===== src/rtl/rotate_led_pkg.sv =====
// Shared constants and helpers for the rotating one-hot LED bar.
package rotate_led_pkg;

    localparam int unsigned N_LED_DEF    = 5;
    localparam int unsigned FAST_DIV_DEF = 2;
    localparam int unsigned SLOW_DIV_DEF = 8;

    localparam logic DIR_LEFT  = 1'b0;
    localparam logic DIR_RIGHT = 1'b1;

    // Widest LED bar the reset-pattern helper can describe.
    localparam int unsigned ONE_HOT_MAX = 64;

    function automatic logic [ONE_HOT_MAX-1:0] one_hot_init(input int unsigned n);
        logic [ONE_HOT_MAX-1:0] v;
        v = '0;
        if (n > 0) v[0] = 1'b1;
        return v;
    endfunction

endpackage


===== src/rtl/rotate_led_tick_gen.sv =====
// Prescaler: turns the base clock into single-cycle step ticks at FAST_DIV or SLOW_DIV.
module rotate_led_tick_gen
    import rotate_led_pkg::*;
#(
    parameter int unsigned FAST_DIV = FAST_DIV_DEF,
    parameter int unsigned SLOW_DIV = SLOW_DIV_DEF
) (
    input  logic clk,
    input  logic rst_n,
    input  logic i_pause,
    input  logic i_fast,
    output logic o_tick
);

    localparam int unsigned CNT_W = (SLOW_DIV > 1) ? $clog2(SLOW_DIV) : 1;
    localparam logic [CNT_W-1:0] FAST_LAST = CNT_W'(FAST_DIV - 1);
    localparam logic [CNT_W-1:0] SLOW_LAST = CNT_W'(SLOW_DIV - 1);

    logic [CNT_W-1:0] r_cnt;
    logic [CNT_W-1:0] w_cnt_nxt;
    logic [CNT_W-1:0] w_last;
    logic             w_tick;

    // >= rather than == so a slow-to-fast switch past FAST_LAST ticks at once.
    always_comb begin
        w_last    = i_fast ? FAST_LAST : SLOW_LAST;
        w_tick    = !i_pause && (r_cnt >= w_last);
        w_cnt_nxt = r_cnt;
        if (!i_pause) begin
            w_cnt_nxt = w_tick ? '0 : r_cnt + 1'b1;
        end
    end

    always_ff @(posedge clk or negedge rst_n) begin
        if (!rst_n) begin
            r_cnt <= '0;
        end else begin
            r_cnt <= w_cnt_nxt;
        end
    end

    assign o_tick = w_tick;

endmodule


===== src/rtl/rotate_led_core.sv =====
// Rotating one-hot LED bar with speed, direction and pause control.
// Defining ROTATE_LED_POS_EN adds the binary index output pos.
module rotate_led_core
    import rotate_led_pkg::*;
#(
    parameter int unsigned N_LED    = N_LED_DEF,
    parameter int unsigned FAST_DIV = FAST_DIV_DEF,
    parameter int unsigned SLOW_DIV = SLOW_DIV_DEF
) (
    input  logic             clk,
    input  logic             reset,
    input  logic             pause,
    input  logic             fast,
    input  logic             rt,
    output logic [N_LED-1:0] dout
`ifdef ROTATE_LED_POS_EN
    ,
    output logic [$clog2(N_LED)-1:0] pos
`endif
);

    localparam logic [ONE_HOT_MAX-1:0] INIT_FULL = one_hot_init(N_LED);
    localparam logic [N_LED-1:0]       INIT      = INIT_FULL[N_LED-1:0];

    logic [N_LED-1:0] r_dout;
    logic [N_LED-1:0] w_dout_nxt;
    logic             w_tick;
    logic             w_onehot;

    rotate_led_tick_gen #(
        .FAST_DIV (FAST_DIV),
        .SLOW_DIV (SLOW_DIV)
    ) u_tick_gen (
        .clk     (clk),
        .rst_n   (reset),
        .i_pause (pause),
        .i_fast  (fast),
        .o_tick  (w_tick)
    );

    // A corrupted pattern is repaired even while paused.
    always_comb begin
        w_onehot   = (r_dout != '0) && ((r_dout & (r_dout - 1'b1)) == '0);
        w_dout_nxt = r_dout;
        if (!w_onehot) begin
            w_dout_nxt = INIT;
        end else if (w_tick) begin
            if (rt == DIR_RIGHT) begin
                w_dout_nxt = {r_dout[0], r_dout[N_LED-1:1]};
            end else begin
                w_dout_nxt = {r_dout[N_LED-2:0], r_dout[N_LED-1]};
            end
        end
    end

    always_ff @(posedge clk or negedge reset) begin
        if (!reset) begin
            r_dout <= INIT;
        end else begin
            r_dout <= w_dout_nxt;
        end
    end

    assign dout = r_dout;

`ifdef ROTATE_LED_POS_EN
    localparam int unsigned        POS_W    = $clog2(N_LED);
    localparam logic [POS_W-1:0]   POS_LAST = POS_W'(N_LED - 1);

    logic [POS_W-1:0] r_pos;
    logic [POS_W-1:0] w_pos_nxt;

    always_comb begin
        w_pos_nxt = r_pos;
        if (!w_onehot) begin
            w_pos_nxt = '0;
        end else if (w_tick) begin
            if (rt == DIR_RIGHT) begin
                w_pos_nxt = (r_pos == '0) ? POS_LAST : r_pos - 1'b1;
            end else begin
                w_pos_nxt = (r_pos == POS_LAST) ? '0 : r_pos + 1'b1;
            end
        end
    end

    always_ff @(posedge clk or negedge reset) begin
        if (!reset) begin
            r_pos <= '0;
        end else begin
            r_pos <= w_pos_nxt;
        end
    end

    assign pos = r_pos;
`endif

endmodule


===== config.mk =====
export PLATFORM = sky130hd
export DESIGN_NAME = rotate_led_core
export DESIGN_NICKNAME = d
export VERILOG_FILES = /design/src/rtl/rotate_led_pkg.sv /design/src/rtl/rotate_led_tick_gen.sv /design/src/rtl/rotate_led_core.sv
export SDC_FILE = /design/constraint.sdc
export NUM_CORES = 1
export LEC_CHECK = 0
export ABC_CLOCK_PERIOD_IN_PS = 2300
export CORE_AREA = 5 5 42 44
export DETAILED_ROUTE_END_ITERATION = 8
export DIE_AREA = 0 0 47 49
export PLACE_DENSITY = 0.69
export SYNTH_ARGS = -nofsm -noshare
export SYNTH_HDL_FRONTEND = slang
export SYNTH_SLANG_ARGS = --single-unit

===== constraint.sdc =====
create_clock -name clk -period 2.3 [get_ports clk]
set_input_delay 0.345 -clock clk [delete_from_list [all_inputs] [get_ports clk]]
set_output_delay 0.345 -clock clk [all_outputs]
set_load 0.02 [all_outputs]

==> results.ini, run 1 <==
[placed_design]
placed_area_um2 = 598
port_buffers = 9
dp_slack_ns = 0.210
gp_congestion = 0.748
hpwl_um = 718

[logic_synthesis]
synth_fp_nets = 57
ys_ff_latch = 8
synth.yosys.seq_area_share_pct = 40.6
yosys_warnings = 0
syn_area_per_cell_um2 = 10.1
syn_area_um2 = 497
synthDistinctLibCells = 23
syn_inst = 49

[cts]
clkSinkCount = 8
clockBufferDepth = 2
clock_latency_ns = 0.26
post_cts_buffers = 0
cts_tree = yes
cts_root_buffer = clkbuf_4
cts_hold_buf = 0
cts_buffers = 3
path_clk_slew_ns = 0.06
htreeDepth = 1
cts-resized-gates = 0

[sta]
tightest_slew_ns = 0.577
setup_viol = 0
slew_violations = 0
finalCritPeriodShare_pct = 79.9
min_period_ns = 1.84
finClkSkew_ns = 0.00412
worst_slack_ns = 0.463
slew_headroom_pct = 61.3
timing.fmax_mhz = 544
rsz0062_at_grt = no
hold_viol = 0
setup_tns_ns = 0

[power]
ir_drop_uv = 443
p_leak_nw = 0.283
p_per_area_nw_per_um2 = 1130

[outcome]
outcome = finished, final reports clean

[final_layout]
post-route-util_pct = 44.6
antenna_cells = 0
drive_above_1_share_pct = 11.7
nets = 69
layout_common_cells = clkdlybuf4s50_1, nor2_1, dfrtp_1, a211oi_1, mux2i_1
syn2layout_area_growth_pct = 25.7
final_common_cell = clkdlybuf4s50_1
final_cell_area_um2 = 624

[worst_setup_path]
path_cells = clkdlybuf4s50_1, ha_1, a211oi_1, nor3_2, nor2_1, a211o_1
start_kind = input pin
cp_max_fo = 10
critPathCaptureType = register
crit_arrival_ns = 2.02
cp_slowest_cell = nor3_2
crit_type = input pin to register
worstPathRequired_ns = 2.48
max_stage_delay_ns = 0.50

[global_route]
grt_max_degree = 11
antenna_found_initial = 0
grt_use_met3_pct = 2.21
grt_pass1_vias = 402
overflow = 0
use_met1_pct = 12.1
grt_usage_pct = 9.56
grtUsageMet2_pct = 14.9
grt_pass1_wl_um = 1660
busiest_layer = met2

[job]
drv_cap = 0

[route]
vias = 424
drc_errors = 0
dr.pass1.iters = 3
drt_iter0_drc = 6
wl_per_cell_um = 12.6
ant_nets = 0
drt-total-wl_um = 960
viasPerCell = 5.58

[floorplanning]
coreArea_um2 = 1400
start_util_pct = 35.4
io_pins = 10
die_x_um = 47
dieArea_um2 = 2300
die_h_um = 49
row_count = 14

[worst_hold_path]
hold_path.class = input pin to async pin

Yosys cell counts:
cell | number | share of area [%]
nor3b_1 | 2 | 3.0
a21o_1 | 2 | 3.0
xor2_1 | 1 | 1.8
buf_1 | 1 | 0.75
inv_1 | 1 | 0.75
ha_1 | 3 | 7.6
mux2i_1 | 4 | 8.1
nor3_2 | 1 | 2.0
nor2b_1 | 1 | 1.3
o21ai_0 | 1 | 1.0
nor2_1 | 7 | 5.3
dfstp_2 | 1 | 5.3
nor3_1 | 1 | 1.0
a21oi_1 | 1 | 1.0
mux2_2 | 2 | 4.5
a211o_1 | 1 | 1.8
a211oi_1 | 6 | 9.1
o31a_1 | 1 | 1.8
nand2_1 | 2 | 1.5
nand3b_1 | 1 | 1.5
a22o_1 | 1 | 1.8
clkbuf_2 | 1 | 1.0
dfrtp_1 | 7 | 35
layout make-up:
type / count / area, um2
Fill cell: 151 / 777
Multi-Input combinational cell: 38 / 283
Sequential cell: 8 / 201
Timing Repair Buffer: 9 / 90.1
Clock buffer: 4 / 26.3
Tap cell: 16 / 20.0
Inverter: 1 / 3.75
per-stage QoR:
step           std cells  total power [W]  hold WS (ns)
2_1_floorplan         49         0.000491        0.0494
3_3_place_gp          72         0.000581         0.520
3_5_place_dp          72         0.000591         0.515
4_1_cts               76         0.000709         0.379
5_1_grt               76         0.000772         0.385
6_report              76         0.000704         0.372
kinds of logic after synthesis:
kind of cell | Yosys count | synth area share [%]
fa+ha+maj | 3 | 7.56
xor+xnor | 1 | 1.76
simple gates | 15 | 15.6
mux | 6 | 12.6
flops | 8 | 40.6
compound gates | 13 | 19.4
buf+inv | 3 | 2.52
report_power, final:
group / switching [W] / internal (W) / leakage, nW / total [W]
combinational: 0.000164 / 0.000168 / 0.166 / 0.000332
sequential: 0.0000617 / 0.000192 / 0.102 / 0.000254
clock: 0.0000516 / 0.0000666 / 0.0150 / 0.000118
per-layer routing:
layer	part of all wire, %	vias to the layer above
met4	1.6	0
met1	44	205
met5	0	-
met2	47	11
li1	-	204
met3	6.9	4
flip-flops by register name (all words and copies together) (netlist names):
| signal | cells |
|---|---|
| dout | 5 |
| u_tick_gen.r_cnt | 3 |
critical path: cells and delay by family:
kind	cells	cell delay, ns
and+or+nand+nor	2	0.58
adders and majority gates	1	0.31
AOI/OAI and AO/OA	2	0.36
buffers and inverters	1	0.43
path summary, 6_finish.rpt:
kind,start,to,slack (ns),cells past startpoint
setup / recovery,fast,dout[0]$_DFFE_PN1P_,0.46,6
hold / removal,reset,dout[3]$_DFFE_PN0P_,0.37,1
setup reg to reg,u_tick_gen.r_cnt[1]$_DFFE_PN0N_,dout[0]$_DFFE_PN1P_,0.59,5
hold reg to reg,u_tick_gen.r_cnt[1]$_DFFE_PN0N_,u_tick_gen.r_cnt[1]$_DFFE_PN0N_,0.53,2
max in group asynchronous,reset,dout[0]$_DFFE_PN1P_,1.61,1
min in group clk,u_tick_gen.r_cnt[1]$_DFFE_PN0N_,u_tick_gen.r_cnt[1]$_DFFE_PN0N_,0.53,2
No activity file was read; power rests on OpenSTA's default activity.
==> inputs of run 2 (changes only) <==
- ABC_CLOCK_PERIOD_IN_PS: 2300 -> 1800
- clock period: 2.3 -> 1.8 ns (I/O delays scaled with it)
==> results.ini, run 2 (synthesized netlist as in run 1, its figures left out) <==
[outcome]
outcome = finished, final reports clean

[global_route]
overflow = 0
grt_max_degree = 9
grt_use_met3_pct = 2.58
grt_pass1_vias = 429
grtUsageMet2_pct = 16.1
grt_pass1_wl_um = 1760
busiest_layer = met2
use_met1_pct = 11.9
antenna_found_initial = 0
grt_usage_pct = 10.1

[power]
p_int_w = 0.000562
sequentialPowerShare_pct = 35.5
p_leak_nw = 0.303
pwr-share-clk_pct = 15.8
p_per_area_nw_per_um2 = 1390
swShare_pct = 38.3
pwr-share-comb_pct = 48.7
switchingPower_w = 0.000349
ir_drop_uv = 659

[placed_design]
dp_slack_ns = -0.176
gp_congestion = 0.756
placed_area_um2 = 628
port_buffers = 9

[worst_setup_path]
cp_max_fo = 8
start_kind = input pin
r2r_slack_ns = 0.16
crit_type = input pin to register
critPathCaptureType = register
worstPathRequired_ns = 1.97
crit_arrival_ns = 1.88

[sta]
hold_viol = 0
min_period_ns = 1.71
slew_violations = 0
rsz0062_at_grt = no
timing.fmax_mhz = 586
slew_headroom_pct = 68.7
setup_viol = 0
finClkSkew_ns = 0.00721
tightest_slew_ns = 0.468
finalCritPeriodShare_pct = 94.7
worst_slack_ns = 0.0947

[cts]
cts_hold_buf = 0
cts-resized-gates = 0
cts_tree = yes
clock_latency_ns = 0.25
path_clk_slew_ns = 0.06
cts_root_buffer = clkbuf_4
post_cts_buffers = 0
clockBufferDepth = 2
clkSinkCount = 8
cts_buffers = 3
htreeDepth = 1

[route]
vias = 422
wl_per_cell_um = 12.0
ant_nets = 0
drt-total-wl_um = 958
drc_errors = 0
viasPerCell = 5.28
drt_iter0_drc = 8
dr.pass1.iters = 4

[floorplanning]
row_count = 14
io_pins = 10
dieArea_um2 = 2300
die_x_um = 47
start_util_pct = 35.4
die_h_um = 49
coreArea_um2 = 1400

[final_layout]
largest_register_ffs = 5
nets = 73
layout_common_cells = clkdlybuf4s50_1, nor2_1, dfrtp_1, a211oi_1
final_common_cell = clkdlybuf4s50_1
register_area_um2 = 201
final_cell_area_um2 = 654
antenna_cells = 0
fillCellCount = 139
drive_above_1_share_pct = 17.2
syn2layout_area_growth_pct = 31.7
multi_input_area_um2 = 283
post-route-util_pct = 46.7

[worst_hold_path]
hold_path.class = input pin to async pin

[job]
drv_cap = 0

[run 2: path summary, 6_finish.rpt]
check | start | endpoint | cells after the start
max | fast | dout[0]$_DFFE_PN1P_ | 6
min | reset | u_tick_gen.r_cnt[0]$_DFFE_PN0N_ | 1
max reg2reg | u_tick_gen.r_cnt[1]$_DFFE_PN0N_ | dout[0]$_DFFE_PN1P_ | 5
min reg2reg | u_tick_gen.r_cnt[1]$_DFFE_PN0N_ | u_tick_gen.r_cnt[1]$_DFFE_PN0N_ | 2
max in group asynchronous | reset | dout[0]$_DFFE_PN1P_ | 1
min in group clk | u_tick_gen.r_cnt[1]$_DFFE_PN0N_ | u_tick_gen.r_cnt[1]$_DFFE_PN0N_ | 2
[run 2: worst max-delay path: stages]
cell	delay, ns
clkdlybuf4s50_1	0.44
ha_1	0.31
a211oi_1	0.09
nor3_2	0.42
nor2_1	0.07
a211o_1	0.28
[run 2: metrics by stage]
stage / hold slack [ns] / power (W) / std cells / TNS, ns
floorplan: -0.0256 / 0.000627 / 49 / 0
detailed placement: 0.529 / 0.000780 / 76 / -0.811
finish: 0.292 / 0.000911 / 80 / 0
global route: 0.321 / 0.00101 / 80 / 0
global placement: 0.507 / 0.000767 / 76 / -0.590
CTS: 0.300 / 0.000931 / 80 / 0
[run 2: layer usage]
| metal | vias to the layer above | wire, um | part of all wire, % |
|---|---|---|---|
| li1 | 214 | - | - |
| met1 | 195 | 388 | 41 |
| met2 | 11 | 488 | 51 |
| met3 | 2 | 74 | 7.7 |
| met4 | 0 | 7 | 0.73 |
| met5 | - | 0 | 0 |
[run 2: power by group through the flow]
stage / Combinational, W / Sequential (W) / Clock, W
2_1_floorplan: 0.000287 / 0.000341 / 0
3_3_place_gp: 0.000440 / 0.000327 / 0
3_5_place_dp: 0.000451 / 0.000329 / 0
4_1_cts: 0.000453 / 0.000326 / 0.000152
5_1_grt: 0.000512 / 0.000338 / 0.000161
6_report: 0.000444 / 0.000323 / 0.000144
[run 2: cell type report]
cell class	count	area share, %
clock buffers	4	4.02
inverters	1	0.574
multi-input cells	38	43.2
flip-flops and latches	8	30.8
well taps	16	3.06
repair buffers	13	18.4
